<file path="src/rtl/axi_lite_master.sv">
// axi_lite_master: single-outstanding AXI4-Lite master that maps a
// cmd/rsp handshake onto AXI4-Lite writes and reads, counting error responses.
module axi_lite_master #(
    parameter int ADDR_W    = 32,
    parameter int DATA_W    = 32,
    parameter int ERR_CNT_W = 16
) (
    input  logic                 clk,
    input  logic                 rst,
    input  logic                 cmd_valid,
    output logic                 cmd_ready,
    input  logic                 cmd_write,
    input  logic [ADDR_W-1:0]    cmd_addr,
    input  logic [DATA_W-1:0]    cmd_wdata,
    output logic                 rsp_valid,
    input  logic                 rsp_ready,
    output logic                 rsp_write,
    output logic [DATA_W-1:0]    rsp_rdata,
    output logic [1:0]           rsp_resp,
    output logic [ERR_CNT_W-1:0] err_cnt,
    output logic [ADDR_W-1:0]    m_axi_awaddr,
    output logic                 m_axi_awvalid,
    input  logic                 m_axi_awready,
    output logic [DATA_W-1:0]    m_axi_wdata,
    output logic                 m_axi_wvalid,
    input  logic                 m_axi_wready,
    input  logic [1:0]           m_axi_bresp,
    input  logic                 m_axi_bvalid,
    output logic                 m_axi_bready,
    output logic [ADDR_W-1:0]    m_axi_araddr,
    output logic                 m_axi_arvalid,
    input  logic                 m_axi_arready,
    input  logic [DATA_W-1:0]    m_axi_rdata,
    input  logic [1:0]           m_axi_rresp,
    input  logic                 m_axi_rvalid,
    output logic                 m_axi_rready
);

    typedef enum logic [2:0] {
        S_IDLE,
        S_WR,
        S_WR_B,
        S_RD_GAP,
        S_RD_AR,
        S_RD_R,
        S_RSP
    } state_t;

    state_t               r_state;
    logic                 r_aw_done;
    logic                 r_w_done;
    logic [ADDR_W-1:0]    r_awaddr;
    logic                 r_awvalid;
    logic [DATA_W-1:0]    r_wdata;
    logic                 r_wvalid;
    logic                 r_bready;
    logic [ADDR_W-1:0]    r_araddr;
    logic                 r_arvalid;
    logic                 r_rready;
    logic                 r_rsp_valid;
    logic                 r_rsp_write;
    logic [DATA_W-1:0]    r_rsp_rdata;
    logic [1:0]           r_rsp_resp;
    logic [ERR_CNT_W-1:0] r_err_cnt;

    logic w_aw_fire;
    logic w_w_fire;
    logic w_aw_ok;
    logic w_w_ok;
    logic w_err_sat;

    assign w_aw_fire = r_awvalid & m_axi_awready;
    assign w_w_fire  = r_wvalid & m_axi_wready;
    assign w_aw_ok   = r_aw_done | w_aw_fire;
    assign w_w_ok    = r_w_done | w_w_fire;
    assign w_err_sat = &r_err_cnt;

    always_ff @(posedge clk) begin
        if (rst) begin
            r_state     <= S_IDLE;
            r_aw_done   <= 1'b0;
            r_w_done    <= 1'b0;
            r_awaddr    <= '0;
            r_awvalid   <= 1'b0;
            r_wdata     <= '0;
            r_wvalid    <= 1'b0;
            r_bready    <= 1'b0;
            r_araddr    <= '0;
            r_arvalid   <= 1'b0;
            r_rready    <= 1'b0;
            r_rsp_valid <= 1'b0;
            r_rsp_write <= 1'b0;
            r_rsp_rdata <= '0;
            r_rsp_resp  <= 2'b00;
            r_err_cnt   <= '0;
        end else begin
            unique case (r_state)
                S_IDLE: begin
                    if (cmd_valid && cmd_write) begin
                        r_awaddr  <= cmd_addr;
                        r_wdata   <= cmd_wdata;
                        r_awvalid <= 1'b1;
                        r_wvalid  <= 1'b1;
                        r_aw_done <= 1'b0;
                        r_w_done  <= 1'b0;
                        r_state   <= S_WR;
                    end else if (cmd_valid) begin
                        r_araddr <= cmd_addr;
                        r_state  <= S_RD_GAP;
                    end
                end
                S_WR: begin
                    // AW and W complete independently; B is only
                    // accepted once both have landed.
                    if (w_aw_fire) begin
                        r_awvalid <= 1'b0;
                        r_aw_done <= 1'b1;
                    end
                    if (w_w_fire) begin
                        r_wvalid <= 1'b0;
                        r_w_done <= 1'b1;
                    end
                    if (w_aw_ok && w_w_ok) begin
                        r_bready <= 1'b1;
                        r_state  <= S_WR_B;
                    end
                end
                S_WR_B: begin
                    if (m_axi_bvalid) begin
                        r_bready    <= 1'b0;
                        r_rsp_resp  <= m_axi_bresp;
                        r_rsp_write <= 1'b1;
                        r_rsp_rdata <= '0;
                        r_rsp_valid <= 1'b1;
                        if (m_axi_bresp != 2'b00 && !w_err_sat)
                            r_err_cnt <= r_err_cnt + ERR_CNT_W'(1);
                        r_state <= S_RSP;
                    end
                end
                S_RD_GAP: begin
                    // Guarantees a fresh arvalid rising edge per read.
                    r_arvalid <= 1'b1;
                    r_state   <= S_RD_AR;
                end
                S_RD_AR: begin
                    if (m_axi_arready) begin
                        r_arvalid <= 1'b0;
                        r_rready  <= 1'b1;
                        r_state   <= S_RD_R;
                    end
                end
                S_RD_R: begin
                    if (m_axi_rvalid) begin
                        r_rready    <= 1'b0;
                        r_rsp_resp  <= m_axi_rresp;
                        r_rsp_write <= 1'b0;
                        r_rsp_rdata <= m_axi_rdata;
                        r_rsp_valid <= 1'b1;
                        if (m_axi_rresp != 2'b00 && !w_err_sat)
                            r_err_cnt <= r_err_cnt + ERR_CNT_W'(1);
                        r_state <= S_RSP;
                    end
                end
                S_RSP: begin
                    if (rsp_ready) begin
                        r_rsp_valid <= 1'b0;
                        r_state     <= S_IDLE;
                    end
                end
                default: r_state <= S_IDLE;
            endcase
        end
    end

    assign cmd_ready     = (r_state == S_IDLE);
    assign rsp_valid     = r_rsp_valid;
    assign rsp_write     = r_rsp_write;
    assign rsp_rdata     = r_rsp_rdata;
    assign rsp_resp      = r_rsp_resp;
    assign err_cnt       = r_err_cnt;
    assign m_axi_awaddr  = r_awaddr;
    assign m_axi_awvalid = r_awvalid;
    assign m_axi_wdata   = r_wdata;
    assign m_axi_wvalid  = r_wvalid;
    assign m_axi_bready  = r_bready;
    assign m_axi_araddr  = r_araddr;
    assign m_axi_arvalid = r_arvalid;
    assign m_axi_rready  = r_rready;

endmodule

</file>
<file path="config.mk">
export PLATFORM = sky130hd
export DESIGN_NAME = axi_lite_master
export DESIGN_NICKNAME = d
export VERILOG_FILES = /design/src/rtl/axi_lite_master.sv
export SDC_FILE = /design/constraint.sdc
export NUM_CORES = 1
export LEC_CHECK = 0
export ABC_AREA = 0
export BUFFER_PORTS_ARGS = -buffer_cell sky130_fd_sc_hd__buf_4
export CORE_MARGIN = 2
export CORE_UTILIZATION = 30
export DETAILED_ROUTE_END_ITERATION = 7
export PLACE_DENSITY = 0.64
export SYNTH_ARGS = -nofsm -noshare
export SYNTH_HDL_FRONTEND = slang
export SYNTH_SLANG_ARGS = --single-unit
</file>
<file path="constraint.sdc">
create_clock -name clk -period 2.1 [get_ports clk]
set_clock_uncertainty 0.05 [all_clocks]
set_input_delay 0 -clock clk [delete_from_list [all_inputs] [get_ports clk]]
set_output_delay 0 -clock clk [all_outputs]
set_load 0.03 [all_outputs]
</file>
==> out/results.tsv, run 1 <==
stage	metric	value	unit
floorplanning	core.rowCount	50	
yosys	synth_edf_count	0	
setup_path	reg2regPathDepth	6	
setup_path	reg2reg_slack	0.13	ns
yosys	async_reset_ff_share	0	%
floorplanning	dieHeight	143	um
setup_path	timing.critical_path.from	r_state[2]	
power	combPwrFrac	29.3	%
floorplanning	initial_core_util	30.8	%
power	seq_power_share	38.1	%
cells_and_area	diodes	0	
sta	hold_viol	0	
yosys	ys_types	39	
sta	timing.final.crit_period	1.97	ns
setup_path	rr_endpoint	err_cnt[4]	
setup_path	crit_chain	nand4b_1 > a222oi_1 > buf_4 > o21ai_2 > or4_1 > nand2_1	
power	cellInternalPower	6100	uW
setup_path	crit_type	reg -> reg	
setup_path	endpoint	err_cnt[4]	
route	ant_nets	0	
clock_tree	cts.sinks	158	
sta	tightest_slew	0.712	ns
setup_path	reg2reg_from	r_state[2]	
setup_path	slowest_stage	dfxtp_1	
route	drt_drc_violations_left	0	
clock_tree	cts-root-buf	clkbuf_16	
cells_and_area	drive_gt1_share	30.1	%
route	wire_per_inst	14.8	um
global_routing	grt_pass1_vias	5984	
outcome	outcome	finished clean	
sta	fin_crit_sh	93.6	%
floorplanning	core	18800	um^2
power	p_leak	0.00415	uW
global_routing	grt_first_pass_wirelength	30.0	mm
setup_path	arrival	2.28	ns
setup_path	required	2.41	ns
route	via_per_inst	4.67	
setup_path	endpoint_kind	register	
setup_path	max_stage_delay	0.46	ns
yosys	synth_warnings	0	
yosys	syn_inst	701	
clock_tree	clk_latency	0.42	ns
yosys	synthFlopType	dfxtp_1	
clock_tree	cts_setup_buffers	0	
power	power_switching	3180	uW
sta	slew_headroom	52.5	%
clock_tree	cts_tree	yes	
sta	timing.fmax	509	MHz
route	first_pass_iters	5	
floorplanning	boundaryPins	264	
yosys	yosysTopAreaCell	dfxtp_1	
clock_tree	cts_inserted_buffers	17	
yosys	syn-num-nets	812	
power	p_sw_share	34.3	%
sta	worst_slack	0.134	ns
clock_tree	htreeDepth	4	
placed_design	io_buffers	263	
placed_design	dpl.hpwl	12.2	mm
global_routing	grt_max_degree	89	
sta	setup_tns	0	ns
sta	slew_viol_final	0	
route	drt_iter0_drc	411	
placed_design	gp_congestion	0.838	
floorplanning	dieArea	20500	um^2
cells_and_area	syn2layout_area_growth	68.6	%
power	powerDensity	949	nW/um^2
clock_tree	clockBufferDepth	2	
min_path	hold_class	in -> reg	
cells_and_area	fin_nets	1171	
yosys	synth.avg_cell_area	8.27	um^2
global_routing	gr-total-overflow	0	
clock_tree	clk_pin_slew_worst_paths	0.07	ns
setup_path	critPathMaxFanout	14	
yosys	yosysTopAreaCellShare	54.5	%
route	routed_wl	19.7	mm
yosys	yosys_register_bits	158	
run	cap_violations	0	
sta	rsz0062_at_grt	no	
yosys	ys_seq_area_share	54.5	%
floorplanning	die_x	143	um
setup_path	start_kind	register	
route	num_vias	6219	
placed_design	dp_slack	0.112	ns
global_routing	gr-usage-all-layers	18.6	%
global_routing	antenna_found_initial	0	
sta	setup_viol	0	
power	clkPwrFrac	32.6	%
yosys	ys_top_cells_by_area	dfxtp_1 55%, nand2_1 13%, a21oi_1 8.8%	
power	vdd_drop_max	526	uV
yosys	netlist_area	5800	um^2
Yosys cell counts (all sizes together) (2+ instances only):
cell type / instances
o21ai: 5
a21oi: 102
o2111ai: 7
nand3: 3
a22oi: 33
o21a: 2
inv: 3
a31oi: 3
nor4bb: 2
a211oi: 4
nand2: 204
and3: 5
nor3: 7
buf: 5
and3b: 3
nand4: 3
nor2b: 2
nor2: 63
mux2i: 5
and2: 2
nand3b: 3
nor3b: 2
dfxtp: 158
clkbuf: 47
xor2: 13
o211ai: 5
repair_timing:
action                                 4_1_cts  5_1_grt
gates resized for setup                      0        1
endpoints found under the hold margin      145        0
setup endpoints to repair                    0        3
hold buffers                               109        0
state kept, by name (all words and copies together) (netlist names):
name,flops
r_aw_done,1
rsp_write,1
rsp_rdata,32
m_axi_wdata,32
r_state,3
m_axi_awaddr,32
m_axi_araddr,32
err_cnt,16
m_axi_bready,1
rsp_resp,2
m_axi_arvalid,1
rsp_valid,1
m_axi_awvalid,1
r_w_done,1
m_axi_rready,1
m_axi_wvalid,1
layout by cell type (no fill, tap or decap), types with 2 or more instances in the layout:
cell and count:
buf_4 279, nand3_1 2, o21ai_0 4, buf_12 4, o21a_1 2, dfxtp_2 2, inv_1 3, inv_6 4
mux2i_1 5, nand2_1 204, nor2_1 61, nor4bb_1 2, clkbuf_16 17, clkinv_4 2, clkinvlp_4 2, a31oi_1 3
xor2_1 13, nand3b_1 3, nand4_1 3, a22oi_1 33, dlygate4sd3_1 109, nor3_1 6, and3b_1 3, a211oi_1 4
o2111ai_1 7, nor3b_1 2, nor2b_1 2, and2_1 2, inv_8 2, a21oi_1 102, nor2_2 2, clkinv_2 2
and3_1 4, o211ai_1 5, dfxtp_1 156
worst max-delay path: cells and delay by family (launching register included):
kind | cells | cell delay, ns
simple gates | 3 | 0.66
compound gates | 2 | 0.47
buf+inv | 1 | 0.27
flops | 1 | 0.46
through the flow:
step / util (%) / hold slack [ns] / instance area [um^2] / std cells / power [uW]
floorplan: - / 0.0860 / 5810 / 701 / 5090
global placement: 43.1 / 0.196 / 8110 / 1192 / 6120
detailed placement: 43.1 / 0.205 / 8110 / 1192 / 6150
CTS: 51.9 / 0.294 / 9780 / 1333 / 9370
global route: 51.9 / 0.315 / 9780 / 1333 / 9720
finish: 51.9 / 0.324 / 9780 / 1333 / 9280
kinds of logic after synthesis:
group / synth area share (%)
xor gates and xnor gates: 2.11
AOI/OAI and AO/OA: 16.8
and+or+nand+nor: 21.7
muxes: 0.863
buffers and inverters: 3.77
adders and majority gates: 0.216
DFF: 54.5
final cells by class:
class,instances,area [um^2]
clock buffers,19,443
clock inverters,13,130
fillers,1738,9050
inverters,3,11.3
multi-input cells,488,2440
flip-flops and latches,158,3170
well taps,260,325
repair buffers,392,3270
routing by layer:
metal  vias up  global-route usage [%]  part of all wire [%]
met1      2894                    22.1                    42
li1       3075                       -                     -
met2       200                    30.9                    49
met5         -                       0                     0
met4         0                    9.12                   3.5
met3        50                    5.23                   5.2
power groups by stage:
| stage | combinational [uW] | sequential [uW] | clock [uW] |
|---|---|---|---|
| after floorplan | 895 | 4200 | 0 |
| after global placement | 2540 | 3580 | 0 |
| after detailed placement | 2550 | 3600 | 0 |
| after CTS | 2720 | 3530 | 3120 |
| after global routing | 2920 | 3580 | 3230 |
| final | 2710 | 3540 | 3030 |
worst min path at each step:
stage,slack (ns),end,from,cells past startpoint
after floorplan,0.09,m_axi_araddr[0],cmd_addr[0],2
after global placement,0.20,rsp_rdata[19],m_axi_rdata[19],3
after detailed placement,0.20,m_axi_wdata[6],cmd_wdata[6],3
after CTS,0.29,m_axi_wdata[18],cmd_wdata[18],4
after global routing,0.31,rsp_rdata[13],m_axi_rdata[13],4
final,0.32,m_axi_wdata[29],cmd_wdata[29],4
(Power assumes the default switching activity.)
==> run 2: changes to the inputs <==
- clock period: 2.1 -> 2.3 ns (I/O delays scaled with it)
==> out/results.tsv, run 2 (synthesis results as in run 1) <==
stage	metric	value	unit	change
route	wl_met3	963	um	-5.5%
cells_and_area	diodes	0		unchanged
clock_tree	clk_pin_slew_worst_paths	0.06	ns	about the same
sta	rsz0062_at_grt	no		
power	vdd_drop_max	460	uV	-12%
outcome	outcome	finished clean		
setup_path	crit_type	reg -> reg		
cells_and_area	layout_commonest_cell	buf_4		
cells_and_area	seq_area	3160	um^2	about the same
run	cap_violations	0		unchanged
global_routing	grt_pass1_vias	5877		-1.8%
clock_tree	cts.sinks	158		unchanged
floorplanning	dieArea	20500	um^2	unchanged
power	p_leak	0.00414	uW	-0.34%
route	drt_iter0_drc	310		-25%
setup_path	critPathMaxFanout	12		-2
setup_path	reg2regPathDepth	6		unchanged
setup_path	arrival	2.37	ns	+0.09 ns
min_path	hold_class	in -> reg		
placed_design	io_buffers	263		unchanged
clock_tree	cts_tree	yes		
clock_tree	clockBufferDepth	2		unchanged
clock_tree	clk_latency	0.41	ns	about the same
clock_tree	cts.repair.resized	0		unchanged
setup_path	required	2.54	ns	+0.13 ns
sta	setup_viol	0		unchanged
floorplanning	dieHeight	143	um	unchanged
route	wl_met2	9.78	mm	+0.30%
cells_and_area	layout_common_cells	274 x buf_4, 204 x nand2_1, 158 x dfxtp_1, 109 x dlygate4sd3_1, 102 x a21oi_1		
global_routing	grt_first_pass_wirelength	30.0	mm	about the same
global_routing	antenna_found_initial	0		unchanged
sta	timing.fmax	470	MHz	-7.5%
setup_path	endpoint_kind	register		
floorplanning	core	18800	um^2	unchanged
clock_tree	cts_inserted_buffers	17		unchanged
route	routed.top_layer	met4		
setup_path	reg2reg_slack	0.17	ns	+0.04 ns
placed_design	gp_congestion	0.807		-3.7%
sta	timing.final.crit_period	2.13	ns	+0.160 ns
clock_tree	cts_setup_buffers	0		unchanged
cells_and_area	final_area	9770	um^2	-0.12%
power	powerDensity	880	nW/um^2	-7.2%
floorplanning	die_x	143	um	unchanged
global_routing	grt_max_degree	99		+11%
route	ant_nets	0		unchanged
sta	hold_viol	0		unchanged
route	routed_wl	19.5	mm	-0.92%
sta	slew_viol_final	0		unchanged
floorplanning	boundaryPins	264		unchanged
route	wire_per_inst	14.7	um	-0.55%
sta	fin_crit_sh	92.5	%	-1.2 points
route	num_vias	6157		-1.0%
clock_tree	cts-root-buf	clkbuf_16		
global_routing	gr-usage-all-layers	18.5	%	-0.12 points
sta	tightest_slew	0.728	ns	+0.0157 ns
placed_design	dpl.hpwl	12.3	mm	+1.4%
floorplanning	core.rowCount	50		unchanged
setup_path	start_kind	register		
route	via_per_inst	4.64		-0.62%
cells_and_area	fin_nets	1166		-0.43%
cells_and_area	drive_gt1_share	29.4	%	-0.70 points
route	drt_drc_violations_left	0		unchanged
route	met1_length	8.06	mm	-2.2%
route	first_pass_iters	5		unchanged
clock_tree	htreeDepth	4		unchanged
min_path	hold_depth	4		unchanged
cells_and_area	syn2layout_area_growth	68.4	%	
sta	slew_headroom	51.5	%	-1.0 points
cells_and_area	multi_input_area	2430	um^2	-0.20%
global_routing	gr-total-overflow	0		unchanged
cells_and_area	nFillCells	1767		+1.7%
placed_design	placed_cell_area	8070	um^2	-0.49%
floorplanning	initial_core_util	30.8	%	unchanged
sta	setup_tns	0	ns	unchanged
-- run 2: cell types whose count changed in the layout (fill, tap and decap cells not counted), sizes merged --
| cell | delta |
|---|---|
| clkinvlp | -1 |
| buf | -5 |
| clkinv | +2 |
| bufinv | +2 |
| clkbuf | +1 |
| inv | -4 |
-- run 2: final timing paths --
kind / start / endpoint
min reg2reg: m_axi_araddr[22] / m_axi_araddr[22]
max: err_cnt[0] / err_cnt[1]
min: m_axi_rdata[15] / rsp_rdata[15]
max reg2reg: err_cnt[0] / err_cnt[1]
-- run 2: stage by stage --
stage	total power, uW	hold slack [ns]	util, %	instances	worst slack [ns]
after global routing	9020	0.325	51.9	1328	0.109
after detailed placement	5610	0.205	42.9	1187	0.278
after global placement	5590	0.195	42.9	1187	0.310
after floorplan	4650	0.0860	-	701	0.177
final	8600	0.330	51.9	1328	0.173
after CTS	8690	0.308	51.9	1328	0.259
-- run 2: repair_timing --
action / 4_1_cts / 5_1_grt
hold buffers: 109 / 0
hold endpoints to repair: 146 / 0
setup endpoints to repair: 0 / 0
-- run 2: final cells by class --
cell class	count	area share [%]
clock buffer	20	4.57
sequential	158	32.4
clock inverter	12	1.64
tap	260	3.33
timing repair buffer	387	33.0
multi-input combinational	488	24.9
inverter	3	0.115
-- run 2: power by group --
group	switching [uW]	internal, uW	total, uW
sequential	182	3040	3230
combinational	1510	974	2490
clock	1140	1750	2880
-- run 2: layer usage --
metal / global-route usage [%] / vias to the layer above
met5: 0 / -
met1: 22.4 / 2850
met2: 30.3 / 195
met4: 9.90 / 0
met3: 4.39 / 50
li1: - / 3062
-- run 2: critical path, cell delays in order, from the launching register on --
cell	delay (ns)
dfxtp_1	0.41
ha_1	0.20
nand3_1	0.16
or3_1	0.58
o21ai_2	0.31
mux2i_1	0.23
nor2_1	0.05
==> run 3: changes to the inputs <==
- CORE_ASPECT_RATIO: not set -> 1.1
==> out/results.tsv, run 3 (synthesis results as in run 1) <==
stage	metric	value	unit	change
global_routing	grt-busiest-layer	met2		
global_routing	gr-total-overflow	0		unchanged
cells_and_area	drive_gt1_share	29.6	%	+0.20 points
floorplanning	boundaryPins	264		unchanged
route	drt_drc_violations_left	0		unchanged
clock_tree	cts.sinks	158		unchanged
floorplanning	dieArea	20500	um^2	about the same
global_routing	grt_first_pass_wirelength	30.2	mm	+0.53%
sta	timing.fmax	474	MHz	+0.78%
floorplanning	core	19000	um^2	+1.1%
setup_path	start_kind	register		
min_path	hold_class	in -> reg		
clock_tree	cts-root-buf	clkbuf_16		
floorplanning	die_x	137	um	-4.5%
setup_path	endpoint_kind	register		
power	clkPwrFrac	32.3	%	-1.2 points
run	cap_violations	0		unchanged
cells_and_area	layout_commonest_cell	buf_4		
clock_tree	clk_latency	0.42	ns	about the same
global_routing	grt_use_met3	5.18	%	+0.79 points
route	num_vias	6163		+0.097%
setup_path	critPathMaxFanout	32		+20
power	cellInternalPower	5460	uW	-5.2%
route	wire_per_inst	14.8	um	+0.34%
setup_path	crit_type	reg -> reg		
cells_and_area	layout.cells.non_filler	1318		-0.75%
clock_tree	cts_setup_buffers	0		unchanged
clock_tree	htreeDepth	4		unchanged
clock_tree	cts_inserted_buffers	17		unchanged
route	routed_wl	19.4	mm	-0.42%
sta	hold_viol	0		unchanged
clock_tree	cts_tree	yes		
sta	setup_viol	0		unchanged
floorplanning	dieHeight	150	um	+4.7%
floorplanning	core.rowCount	53		+6.0%
placed_design	dpl.hpwl	12.2	mm	-1.3%
global_routing	gr-usage-all-layers	18.6	%	+0.094 points
route	via_per_inst	4.68		+0.86%
clock_tree	clockBufferDepth	2		unchanged
setup_path	arrival	2.43	ns	+0.06 ns
route	first_pass_iters	5		unchanged
power	vdd_drop_max	545	uV	+18%
route	drt_iter0_drc	233		-25%
power	seq_power_share	38.2	%	+0.7 points
global_routing	grt_pass1_vias	6053		+3.0%
power	p_total	8450	uW	-1.7%
sta	fin_crit_sh	91.7	%	-0.72 points
setup_path	required	2.62	ns	+0.08 ns
power	powerDensity	866	nW/um^2	-1.5%
global_routing	grt_max_degree	81		-18%
sta	slew_headroom	63.9	%	+12 points
clock_tree	clk_pin_slew_worst_paths	0.07	ns	about the same
cells_and_area	nFillCells	1767		unchanged
cells_and_area	diodes	0		unchanged
outcome	outcome	finished clean		
sta	setup_tns	0	ns	unchanged
global_routing	antenna_found_initial	0		unchanged
cells_and_area	fin_nets	1169		+0.26%
power	power_switching	2990	uW	+5.5%
sta	worst_slack	0.190	ns	+0.0165 ns
placed_design	gp_congestion	0.763		-5.4%
sta	tightest_slew	0.541	ns	-0.187 ns
global_routing	met1_usage	21.7	%	-0.65 points
sta	timing.final.crit_period	2.11	ns	-0.0165 ns
placed_design	io_buffers	263		unchanged
power	combPwrFrac	29.5	%	+0.6 points
sta	rsz0062_at_grt	no		
route	ant_nets	0		unchanged
sta	slew_viol_final	0		unchanged
cells_and_area	layout_common_cells	275 x buf_4, 204 x nand2_1, 158 x dfxtp_1, 111 x dlygate4sd3_1, 102 x a21oi_1		
cells_and_area	syn2layout_area_growth	68.2	%	
placed_design	dp_slack	0.274	ns	-0.00327 ns
global_routing	met2_usage	32.3	%	+2.0 points
placed_design	numPlacedInstances	1175		-1.0%
power	p_leak	0.00413	uW	about the same
floorplanning	initial_core_util	30.5	%	-0.33 points
power	p_sw_share	35.4	%	+2.4 points
==> run 3: what timing repair did <==
action | CTS | global route
hold buffers | 111 | 0
hold endpoints to repair | 152 | 0
endpoints found under the setup margin | 0 | 2
gates resized for setup | 0 | 1
==> run 3: routing by layer <==
| layer | vias up | part of all wire, % |
|---|---|---|
| li1 | 3071 | - |
| met1 | 2840 | 41 |
| met2 | 226 | 49 |
| met3 | 26 | 8.0 |
| met4 | 0 | 1.7 |
| met5 | - | 0 |
==> run 3: final timing paths <==
| check | cells after the start | from | slack (ns) | endpoint |
|---|---|---|---|---|
| min reg2reg | 2 | m_axi_araddr[14] | 0.40 | m_axi_araddr[14] |
| max reg2reg | 7 | r_state[2] | 0.19 | m_axi_araddr[15] |
| max | 7 | r_state[2] | 0.19 | m_axi_araddr[15] |
| min | 7 | m_axi_rresp[1] | 0.31 | err_cnt[12] |
==> run 3: critical path: stages (launching register included) <==
cell           delay, ns
dfxtp_1             0.34
buf_4               0.18
nor3_4              0.26
and3b_1             0.24
buf_12              0.22
nand2_1             0.07
a21oi_1             0.12
dlygate4sd3_1       0.56
==> run 3: cell type report <==
type / count / area, um^2 / area share, %
Sequential cell: 158 / 3160 / 32.4
Clock inverter: 15 / 149 / 1.53
Multi-Input combinational cell: 488 / 2440 / 25.0
Tap cell: 247 / 309 / 3.17
Clock buffer: 17 / 425 / 4.36
Timing Repair Buffer: 390 / 3260 / 33.4
Inverter: 3 / 11.3 / 0.115
==> run 3: power by group through the flow <==
| stage | clock (uW) | combinational (uW) | sequential [uW] |
|---|---|---|---|
| 2_1_floorplan | 0 | 817 | 3830 |
| 3_3_place_gp | 0 | 2320 | 3270 |
| 3_5_place_dp | 0 | 2330 | 3290 |
| 4_1_cts | 2810 | 2500 | 3230 |
| 5_1_grt | 2910 | 2690 | 3270 |
| 6_report | 2730 | 2490 | 3230 |
==> run 3: per-stage QoR <==
stage | area [um^2] | hold WS, ns | utilization [%]
4_1_cts | 9750 | 0.287 | 51.2
2_1_floorplan | 5810 | 0.0860 | -
5_1_grt | 9750 | 0.319 | 51.3
3_5_place_dp | 8060 | 0.205 | 42.4
6_report | 9750 | 0.306 | 51.3
3_3_place_gp | 8060 | 0.195 | 42.4
